<file path="src/rtl/seq_detector_param_if.sv">
// Bus bundle for seq_detector_param: serial data, config load and match outputs.
// The master side (stream source / config owner) drives data and config,
// the slave side (the detector) returns the match pulse and the match count.
interface seq_detector_param_if #(
    parameter int PAT_W = 16,
    parameter int LEN_W = 5,
    parameter int CNT_W = 8
);
    logic             in;
    logic             in_valid;
    logic             cfg_load;
    logic [PAT_W-1:0] cfg_pat;
    logic [LEN_W-1:0] cfg_len;
    logic             cfg_ovl;
    logic             out;
    logic [CNT_W-1:0] match_cnt;

    modport master (
        output in, in_valid, cfg_load, cfg_pat, cfg_len, cfg_ovl,
        input  out, match_cnt
    );

    modport slave (
        input  in, in_valid, cfg_load, cfg_pat, cfg_len, cfg_ovl,
        output out, match_cnt
    );
endinterface

</file>
<file path="src/rtl/seq_detector_param.sv">
// seq_detector_param: runtime-programmable serial sequence detector (Mealy).
// Pattern (1..PAT_W bits, MSB first), length and overlap mode load at runtime;
// out fires combinationally in the cycle the final matching bit is presented.
// Optional feature macro: SEQDET_MATCH_CNT_EN -- when defined, a saturating
// match counter drives match_cnt; when undefined, match_cnt is tied to 0.
module seq_detector_param #(
    parameter int               PAT_W       = 16,
    parameter int               LEN_W       = 5,
    parameter int               CNT_W       = 8,
    parameter logic [PAT_W-1:0] PAT_DEF     = PAT_W'(16'hA),
    parameter int               PAT_LEN_DEF = 4,
    parameter bit               OVL_DEF     = 1'b0
) (
    input logic                 clk,
    input logic                 rst,
    seq_detector_param_if.slave bus
);

    // History keeps only PAT_W-1 bits: the comparison window is {hist, in}
    // and never reaches above bit PAT_W-1, so an older bit is never looked at.
    logic [PAT_W-2:0] hist_q, hist_d;
    logic [LEN_W-1:0] fill_q, fill_d;
    logic [PAT_W-1:0] pat_q,  pat_d;
    logic [LEN_W-1:0] len_q,  len_d;
    logic             ovl_q,  ovl_d;

    logic [PAT_W-1:0] window;
    logic [PAT_W-1:0] bit_ok;
    logic             cfg_ok;
    logic             fill_ok;
    logic             pat_eq;
    logic             match;

    // Newest PAT_W bits of the stream including the bit on the wire now.
    assign window = {hist_q, bus.in};

    // A zero or over-long length disables detection but not history tracking.
    assign cfg_ok = (len_q != '0) && ({1'b0, len_q} <= (LEN_W+1)'(PAT_W));

    // fill >= len-1 written as fill+1 >= len so len=0 cannot underflow.
    assign fill_ok = (({1'b0, fill_q} + (LEN_W+1)'(1)) >= {1'b0, len_q});

    // Per-bit compare; bits at or above len are don't-care.
    for (genvar i = 0; i < PAT_W; i++) begin : g_cmp
        assign bit_ok[i] = ((LEN_W+1)'(i) >= {1'b0, len_q}) || (window[i] == pat_q[i]);
    end
    assign pat_eq = &bit_ok;

    // A cfg_load cycle drops its input bit, and reset forces the pulse low.
    assign match = !rst && !bus.cfg_load && bus.in_valid && cfg_ok && fill_ok && pat_eq;

    assign bus.out = match;

    // Next-state for config and history; config load outranks the data bit.
    always_comb begin
        hist_d = hist_q;
        fill_d = fill_q;
        pat_d  = pat_q;
        len_d  = len_q;
        ovl_d  = ovl_q;
        if (bus.cfg_load) begin
            pat_d  = bus.cfg_pat;
            len_d  = bus.cfg_len;
            ovl_d  = bus.cfg_ovl;
            hist_d = '0;
            fill_d = '0;
        end else if (bus.in_valid) begin
            if (match && !ovl_q) begin
                // Non-overlapping: the next match must be built from fresh bits.
                hist_d = '0;
                fill_d = '0;
            end else begin
                hist_d = window[PAT_W-2:0];
                fill_d = (fill_q == LEN_W'(PAT_W)) ? fill_q : fill_q + LEN_W'(1);
            end
        end
    end

    // State registers; reset returns the build-time default pattern.
    always_ff @(posedge clk) begin
        if (rst) begin
            hist_q <= '0;
            fill_q <= '0;
            pat_q  <= PAT_DEF;
            len_q  <= LEN_W'(PAT_LEN_DEF);
            ovl_q  <= OVL_DEF;
        end else begin
            hist_q <= hist_d;
            fill_q <= fill_d;
            pat_q  <= pat_d;
            len_q  <= len_d;
            ovl_q  <= ovl_d;
        end
    end

`ifdef SEQDET_MATCH_CNT_EN
    logic [CNT_W-1:0] cnt_q, cnt_d;

    // Saturating match count, cleared by a config load.
    always_comb begin
        cnt_d = cnt_q;
        if (bus.cfg_load) begin
            cnt_d = '0;
        end else if (match && (cnt_q != {CNT_W{1'b1}})) begin
            cnt_d = cnt_q + CNT_W'(1);
        end
    end

    // Counter register.
    always_ff @(posedge clk) begin
        if (rst) begin
            cnt_q <= '0;
        end else begin
            cnt_q <= cnt_d;
        end
    end

    assign bus.match_cnt = cnt_q;
`else
    assign bus.match_cnt = {CNT_W{1'b0}};
`endif

endmodule

</file>
<file path="src/flat_wrapper.sv">
// flat-port wrapper written by rule: the top's interface ports become plain ports
module seq_detector_param_flat 
#(
    parameter int               PAT_W       = 16,
    parameter int               LEN_W       = 5,
    parameter int               CNT_W       = 8,
    parameter logic [PAT_W-1:0] PAT_DEF     = PAT_W'(16'hA),
    parameter int               PAT_LEN_DEF = 4,
    parameter bit               OVL_DEF     = 1'b0
)
  (clk, rst, bus_in, bus_in_valid, bus_cfg_load, bus_cfg_pat, bus_cfg_len, bus_cfg_ovl, bus_out, bus_match_cnt);
  seq_detector_param_if #(.PAT_W(PAT_W), .LEN_W(LEN_W), .CNT_W(CNT_W)) bus_i ();
  input logic clk;
  input logic rst;
  input wire logic [$bits(bus_i.in)-1:0] bus_in;
  input wire logic [$bits(bus_i.in_valid)-1:0] bus_in_valid;
  input wire logic [$bits(bus_i.cfg_load)-1:0] bus_cfg_load;
  input wire logic [$bits(bus_i.cfg_pat)-1:0] bus_cfg_pat;
  input wire logic [$bits(bus_i.cfg_len)-1:0] bus_cfg_len;
  input wire logic [$bits(bus_i.cfg_ovl)-1:0] bus_cfg_ovl;
  output wire logic [$bits(bus_i.out)-1:0] bus_out;
  output wire logic [$bits(bus_i.match_cnt)-1:0] bus_match_cnt;
  assign bus_i.in = bus_in;
  assign bus_i.in_valid = bus_in_valid;
  assign bus_i.cfg_load = bus_cfg_load;
  assign bus_i.cfg_pat = bus_cfg_pat;
  assign bus_i.cfg_len = bus_cfg_len;
  assign bus_i.cfg_ovl = bus_cfg_ovl;
  assign bus_out = bus_i.out;
  assign bus_match_cnt = bus_i.match_cnt;
  seq_detector_param #(.PAT_W(PAT_W), .LEN_W(LEN_W), .CNT_W(CNT_W), .PAT_DEF(PAT_DEF), .PAT_LEN_DEF(PAT_LEN_DEF), .OVL_DEF(OVL_DEF)) u_core (.clk(clk), .rst(rst), .bus(bus_i));
endmodule
</file>
<file path="config.mk">
export PLATFORM = sky130hd
export DESIGN_NAME = seq_detector_param_flat
export DESIGN_NICKNAME = d
export VERILOG_FILES = /design/src/rtl/seq_detector_param_if.sv /design/src/rtl/seq_detector_param.sv /design/src/flat_wrapper.sv
export SDC_FILE = /design/constraint.sdc
export NUM_CORES = 1
export LEC_CHECK = 0
export CORE_ASPECT_RATIO = 1.4
export CORE_MARGIN = 8
export CORE_UTILIZATION = 50
export DETAILED_ROUTE_END_ITERATION = 16
export MAX_ROUTING_LAYER = met4
export PLACE_DENSITY_LB_ADDON = 0.25
export SLEW_MARGIN = 0
export SYNTH_ARGS = -nofsm -noshare
export SYNTH_HDL_FRONTEND = slang
export SYNTH_SLANG_ARGS = --single-unit
</file>
<file path="constraint.sdc">
create_clock -name clk -period 5.5 [get_ports clk]
set_input_delay 0.55 -clock clk [delete_from_list [all_inputs] [get_ports clk]]
set_output_delay 0.55 -clock clk [all_outputs]
set_load 0.02 [all_outputs]
</file>
# Word level (Yosys, flattened, before mapping)
# Cells that the tools add are included.
op_classes:
  n_reduce_logical: 30
  mul: 0
  bitwise: 0
  n_eq_ne: 18
  n_shift: 0
  muxes: 3
  n_addsub: 2
  div_mod_pow: 0
  order_cmp: 18
ops:
  columns: ["operator", "n"]
  rows:
  - ["greater-or-equal comparator 4 x 5 -> 1 bit (first input constant)", 8]
  - ["greater-or-equal comparator 3 x 5 -> 1 bit (first input constant)", 4]
  - ["== test 1 bit", 16]
  - ["logical OR 1 bit", 16]
  - ["AND reduction 16 bit", 1]
  - ["2-to-1 mux 15 bit", 1]
  - ["greater-or-equal comparator 1 x 5 -> 1 bit (first input constant)", 2]
  - ["greater-or-equal comparator 2 x 5 -> 1 bit (first input constant)", 2]
  - ["2-to-1 mux 5 bit", 2]
  - ["logical AND 1 bit", 7]
  - ["adder 5 x 1 -> 6 bit (second input constant)", 1]
  - ["greater-or-equal comparator 6 x 5 -> 1 bit", 1]
  - ["adder 5 x 1 -> 5 bit (second input constant)", 1]
  - ["== test 5 bit (second input constant)", 1]
  - ["<= comparator 5 bit (second input constant)", 1]
  - ["nonzero test 5 bit", 1]
  - ["logical NOT 1 bit", 3]
  - ["inequality test 2 x 1 -> 1 bit (second input constant)", 1]
  - ["AND reduction 2 bit", 1]
  - ["OR reduction 2 bit", 1]
word_totals:
  rom_bits: 0
  ramBits: 0
  mem_count: 0
  wordCells: 76
  in_bits: 27
  out_inout_bits: 9
  latchBits: 0
  ff_bits: 42

# Logic depth before layout (Yosys ltp)
# Gate-level depths: netlist (run 1).
logic_depth:
  ltp_word: 9
  mapped_depth: 11
  mapped_depth_nobuf: 10

# Least setup slack after synthesis (run 1)
# No wires, ideal clock.
synth_path:
  path_type: "in2out"
  startpoint: "in bus_cfg_load"
  endpoint: "out bus_out"
  n_path_buf: 2
  path_slack_ps: 2909
  path_stages: 7
  required_time_ps: 4950
  t_arrival_ps: 2041
  path_cell_list: "buf_6 -> or2_1 -> clkbuf_1 -> a211o_1 -> nor4_2 -> nand4_1 -> nor3_1"
synth_between:
  elab_chain_len: 6
synth_rtl:
  columns: ["item", "line_no", "source"]
  rows:
  - ["start, declared", "flat_wrapper.sv:17", "input wire logic [$bits(bus_i.cfg_load)-1:0] bus_cfg_load;"]
  - ["logical NOT 1 bit", "seq_detector_param.sv:50", "assign match = !rst && !bus.cfg_load && bus.in_valid && cfg_ok && fill_ok && pat_eq;"]
  - ["logical AND 1 bit (5 in series)", "seq_detector_param.sv:50", null]
  - ["end, declared", "flat_wrapper.sv:21", "output wire logic [$bits(bus_i.out)-1:0] bus_out;"]
# No other way between the ends.

# Final worst setup path (run 1)
layout_path:
  startpoint: "in bus_in_valid"
  endpoint: "out bus_out"
layout_between:
  elab_chain_len: 4
layout_rtl:
  columns: ["item", "line_no", "source"]
  rows:
  - ["start, declared", "flat_wrapper.sv:16", "input wire logic [$bits(bus_i.in_valid)-1:0] bus_in_valid;"]
  - ["logical AND 1 bit (4 in series)", "seq_detector_param.sv:50", null]
# No other way between the ends.

==> results of run 1 <==
## per-stage QoR
step	setup WS, ps	util, %	cell area, um2	hold slack [ps]
2_1_floorplan	2910	-	2290	451
3_3_place_gp	1500	56.1	2480	491
3_5_place_dp	1440	56.1	2480	494
4_1_cts	1440	58.3	2580	505
5_1_grt	1310	58.3	2580	530
6_report	1460	58.3	2580	508
## flip-flops by register name, indices dropped and copies added (netlist names)
| register | count |
|---|---|
| u_core.pat_q | 16 |
| u_core.hist_q | 15 |
| u_core.fill_q | 5 |
| u_core.len_q | 5 |
| u_core.ovl_q | 1 |
## cell type report
cell class	count	area share, %
flip-flops and latches	42	32.6
well taps	62	3.01
clock buffers	6	3.20
inverters	8	1.16
repair buffers	29	11.1
clock inverters	2	0.485
multi-input cells	196	48.5
## critical path: cells and delay by family
family	cells	cell delay [ps]
compound gates	1	350
buf+inv	3	2040
simple gates	3	540
## final timing paths
kind	to	depth (start not counted)
setup / recovery	bus_out	7
hold / removal	u_core.hist_q[14]$_SDFFE_PP0P_	2
setup reg to reg	u_core.hist_q[10]$_SDFFE_PP0P_	10
hold reg to reg	u_core.hist_q[14]$_SDFFE_PP0P_	2
## logic make-up (layout without fill, tap and decap cells)
group,count (synthesis),in the layout,share of synthesized area [%]
adder cells (fa/ha/maj),8,8,4.31
XOR/XNOR,19,19,7.36
multiplexers,22,22,9.73
AND/OR/NAND/NOR,96,96,21.0
buffers and inverters,36,45,8.68
flip-flops,42,42,37.2
AO/OA/AOI/OAI,43,43,11.6
other,1,8,0.166
## power groups by stage
stage	registers [mW]	logic, mW	clock network [mW]
after floorplan	0.327	0.0653	0
after global placement	0.334	0.0807	0
after detailed placement	0.334	0.0825	0
after CTS	0.327	0.0830	0.214
after global routing	0.330	0.0923	0.228
final	0.328	0.0828	0.207
## routing by layer
| metal | part of all wire (%) | routed length [um] |
|---|---|---|
| met1 | 43 | 2190 |
| met2 | 51 | 2630 |
| met3 | 4.4 | 226 |
| met4 | 1.2 | 60 |
| met5 | 0 | 0 |
## cells in the final DEF (no fill, tap or decap), types with 6 or more instances in the layout
cell type / synthesis / layout
dfxtp_1: 42 / 42
clkdlybuf4s50_1: 0 / 27
nor2_1: 25 / 25
nand3_1: 24 / 24
nand2_1: 23 / 23
mux2i_1: 22 / 22
a21oi_1: 20 / 20
xnor2_1: 10 / 10
xor2_1: 9 / 9
inv_1: 8 / 8
conb_1: 1 / 8
o21ai_0: 7 / 7
ha_1: 7 / 7
clkbuf_8: 0 / 6
==> impl_metrics.yaml, run 1 <==
outcome:
  outcome: "complete, no violations"
placement:
  place_congestion: 0.840
  io_buffers: 27
  place_inst: 337
  dp_hpwl_mm: 3.65
yosys:
  mappedNetlistArea_um2: 2260
  synth_top_area_cell: "dfxtp_1"
  ys_warn_count: 0
  yosys-top-cells-area: "dfxtp_1 (37%), mux2i_1 (9.7%), nand3_1 (5.3%)"
  seq_area_frac_synth_pct: 37.2
  synth-seq-cells: 42
  synth.top_cell.area_share_pct: 37.2
  synth_edf_count: 0
  synthTopCellsByCount: "dfxtp_1 (42), nor2_1 (25), nand3_1 (24), nand2_1 (23), mux2i_1 (22)"
  syn_area_per_cell_um2: 8.47
  yosysMostFrequentCell: "dfxtp_1"
  ys.flop_type: "dfxtp_1"
  synth.distinct_cells: 40
  netlist_instances: 267
  synth_async_sr_flop_share_pct: 0
routing:
  drc: 0
  drt_iter0_drc: 172
  routed_wl_mm: 5.10
  antenna_left: 0
  firstDrtPassIters: 4
  drt-vias-per-instance: 5.43
  detail_route.wl_per_cell_um: 14.8
  vias: 1872
critical_path:
  slowest_delay_ps: 890
  cp-start-kind: "input port"
  critPathMaxFanout: 22
  critPathCaptureType: "primary output"
  cp_slowest_cell: "clkdlybuf4s50_1"
  crit_arrival_ps: 3490
  crit_path_frequent_cell: "clkdlybuf4s50_1"
  startpoint: "bus_in_valid"
  crit_chain: "clkdlybuf4s50_1 > inv_1 > a211o_1 > nor4_2 > nand4_1 > nor3_1 > clkdlybuf4s50_1"
  critPathKind: "input port to primary output"
  worstPathRequired_ps: 4950
  rr_startpoint: "u_core.fill_q[0]$_SDFFE_PP0P_"
  ff2ff_setup_slack_ps: 2810
floorplanning:
  start_util_pct: 51.1
  die_x_um: 72.8
  dieArea_um2: 6960
  pin_count: 36
  die_h_um: 95.6
  fp.coreArea_um2: 4430
  row_count: 29
global_routing:
  grt_pass1_vias: 1859
  grt-ovfl-total: 0
  grtUsageTotal_pct: 16.2
  busiest_layer: "met2"
  met1_usage_pct: 17.7
  grtUsageMet3_pct: 3.79
  grt_pass1_wl_mm: 8.58
  grt_use_met2_pct: 28.1
  antenna_found_initial: 0
  grt_max_degree: 26
cts:
  path_clk_slew_ps: 80
  cts-buffers-inserted: 5
  cts-root-buf: "clkbuf_8"
  cts.sinks: 42
  cts_resized: 0
  clock_latency_ps: 290
  ctsLongestPathBuffers: 2
  htree_levels: 2
  cts.hold.buffers_added: 0
  cts_setup_buffers: 0
  cts_tree: "yes"
pwr:
  p_sw_share_pct: 26.0
  pwr-share-comb_pct: 13.4
  peakVddDrop_v: 0.000153
  power_density_nw_per_um2: 239
  intPower_uw: 457
  pwr-share-seq_pct: 53.1
  clock_power_share_pct: 33.5
  power_uw: 617
  p_leak_nw: 1.03
  p_switching_uw: 160
timing:
  rsz0062_at_grt: "no"
  fin_crit_ps: 4040
  fin_setup_tns_ps: 0
  fmax_mhz: 248
  finalSetupViolCount: 0
  relSlewSlack_pct: 49.8
  post-route-period-util_pct: 73.4
  finalHoldViolCount: 0
  fin_worst_skew_ps: 6.46
  final_max_slew_viol_count: 0
  tightest_slew_ps: 754
cells_and_area:
  final_nets: 316
  areaGrowthSynthToFinish_pct: 14.0
  fillCellCount: 431
  layout-drive-gt1-share_pct: 4.95
  regArea_um2: 841
  final_cells: 345
  antennaDiodeCount: 0
  multi_input_area_um2: 1250
flow_run:
  drv_cap: 0
min_path:
  holdCritStartpoint: "u_core.hist_q[14]$_SDFFE_PP0P_"
  hold_path.class: "register to register"
(Power assumes the default switching activity.)
==> run 2: changes to the inputs <==
- CORE_UTILIZATION: 50 -> 48
- clock period: 5.5 -> 3.3 ns (I/O delays scaled with it)
==> run 2 against run 1 <==
Worst setup slack lost 1200 ps. Global-route usage shrank 1.1 points. Non-clock buffer count grew 3. Power grew 76%. Core utilization shrank 0.65 points. Sequential power grew 66%. Critical endpoint unchanged. Largest power group unchanged.
==> impl_metrics.yaml, run 2 (same netlist as run 1, synthesis figures left out) <==
cts:
  cts.sinks: 42
  clock_latency_ps: 290
  cts_setup_buffers: 0
  htree_levels: 2
  cts-buffers-inserted: 5
  cts-root-buf: "clkbuf_8"
  ctsLongestPathBuffers: 2
  path_clk_slew_ps: 80
  cts_resized: 0
  cts.hold.buffers_added: 0
  cts_tree: "yes"
pwr:
  pwr-share-seq_pct: 50.3
  power_mw: 1.08
  p_leak_nw: 1.05
  p_switching_uw: 262
  pwr-share-comb_pct: 13.0
  p_sw_share_pct: 24.2
  peakVddDrop_v: 0.000279
  intPower_uw: 822
  power_density_nw_per_um2: 415
  clock_power_share_pct: 36.7
floorplanning:
  fp.coreArea_um2: 4540
  pin_count: 36
  die_x_um: 74.0
  die_h_um: 97.2
  start_util_pct: 49.9
  dieArea_um2: 7200
  row_count: 29
cells_and_area:
  layout_commonest_cell: "dfxtp_1"
  layout-drive-gt1-share_pct: 5.24
  final_nets: 319
  final_area_um2: 2610
  final_cells: 348
  final_cell_mix: "dfxtp_1 (42), clkdlybuf4s50_1 (27), nor2_1 (25)"
  regMostFlops: "u_core.pat_q"
  largest_reg_flops: 16
  areaGrowthSynthToFinish_pct: 15.5
  reg_top3: "u_core.pat_q: 16 flops, u_core.hist_q: 15 flops"
  antennaDiodeCount: 0
  final_util_pct: 57.6
critical_path:
  slowest_delay_ps: 560
  crit_chain: "ha_1 > nand3_1 > xnor2_1 > ha_1 > o21ai_0 > a21oi_1 > nor3_1 > nor3_1 > clkdlybuf4s50_1"
  critPathCaptureType: "primary output"
  worstPathRequired_ps: 2970
  cp_slowest_cell: "clkdlybuf4s50_1"
  cp_top_family: "buffers and inverters"
  path_depth: 9
  path_buf_inv: 1
  rr_worst_depth: 10
  crit_arrival_ps: 2710
  critPathMaxFanout: 6
  critPathKind: "register to primary output"
  cp-start-kind: "register"
  ff2ff_setup_slack_ps: 730
placement:
  place_inst: 340
  dp_hpwl_mm: 3.65
  placed_cell_area_um2: 2510
  io_buffers: 27
  place_congestion: 0.864
timing:
  finalSetupViolCount: 0
  rsz0062_at_grt: "no"
  relSlewSlack_pct: 56.2
  fin_setup_tns_ps: 0
  tightest_slew_ps: 648
  fmax_mhz: 329
  fin_worst_skew_ps: 7.20
  fin_crit_ps: 3040
  final_max_slew_viol_count: 0
  post-route-period-util_pct: 92.0
  finalHoldViolCount: 0
flow_run:
  drv_cap: 0
min_path:
  min_path_cells: 2
  hold_path.class: "register to register"
routing:
  firstDrtPassIters: 4
  routed_wl_mm: 5.03
  detail_route.wl_per_cell_um: 14.5
  drt-vias-per-instance: 5.33
  drt_iter0_drc: 88
  antenna_left: 0
  vias: 1854
  drc: 0
global_routing:
  grt-ovfl-total: 0
  antenna_found_initial: 0
  grt_pass1_wl_mm: 8.47
  grtUsageTotal_pct: 15.1
  grt_pass1_vias: 1865
  grt_max_degree: 25
outcome:
  outcome: "complete, no violations"
[run 2: changes by cell type in the layout (fill, tap and decap cells not counted)]
| cell | delta |
|---|---|
| buf_4 | +3 |
| bufinv_16 | +1 |
| clkbuf_1 | +2 |
| clkbuf_8 | -1 |
| clkinv_2 | -1 |
| clkinvlp_4 | -1 |
[run 2: power groups by stage]
| stage | clock [mW] | sequential [mW] | combinational [mW] |
|---|---|---|---|
| floorplan | 0 | 0.545 | 0.109 |
| global placement | 0 | 0.558 | 0.139 |
| detailed placement | 0 | 0.558 | 0.141 |
| CTS | 0.408 | 0.546 | 0.142 |
| global route | 0.426 | 0.549 | 0.156 |
| finish | 0.398 | 0.546 | 0.141 |
[run 2: routing by layer]
layer	share of wire [%]	global-route usage, %	up-vias
li1	-	-	940
met1	41	16.1	856
met2	52	25.0	47
met3	4.7	3.62	11
met4	2.5	7.26	0
met5	0	-	-
[run 2: layout make-up]
class                      instances  area [um2]
clock buffer                       7        76.3
clock inverter                     1        30.0
fill                             436        1920
inverter                           8        30.0
multi-input combinational        196        1250
sequential                        42         841
tap                               62        77.6
timing repair buffer              32         308
[run 2: worst paths after layout]
kind                                  start                             end
max reg2reg   u_core.fill_q[0]$_SDFFE_PP0P_  u_core.hist_q[10]$_SDFFE_PP0P_
max           u_core.fill_q[0]$_SDFFE_PP0P_                         bus_out
min reg2reg  u_core.hist_q[14]$_SDFFE_PP0P_  u_core.hist_q[14]$_SDFFE_PP0P_
min          u_core.hist_q[14]$_SDFFE_PP0P_  u_core.hist_q[14]$_SDFFE_PP0P_
[run 2: worst reg2reg max path: cells and delay by family, from the launching register on]
family | cells | cell delay, ps
AND/OR/NAND/NOR | 4 | 1050
adder cells (fa/ha/maj) | 2 | 540
flip-flops | 1 | 430
AO/OA/AOI/OAI | 3 | 230
XOR/XNOR | 1 | 180
[run 2: stage by stage]
stage          hold WS [ps]  setup WS, ps
2_1_floorplan           451           960
3_3_place_gp            471           516
3_5_place_dp            485           525
4_1_cts                 496           228
5_1_grt                 520           130
6_report                493           264
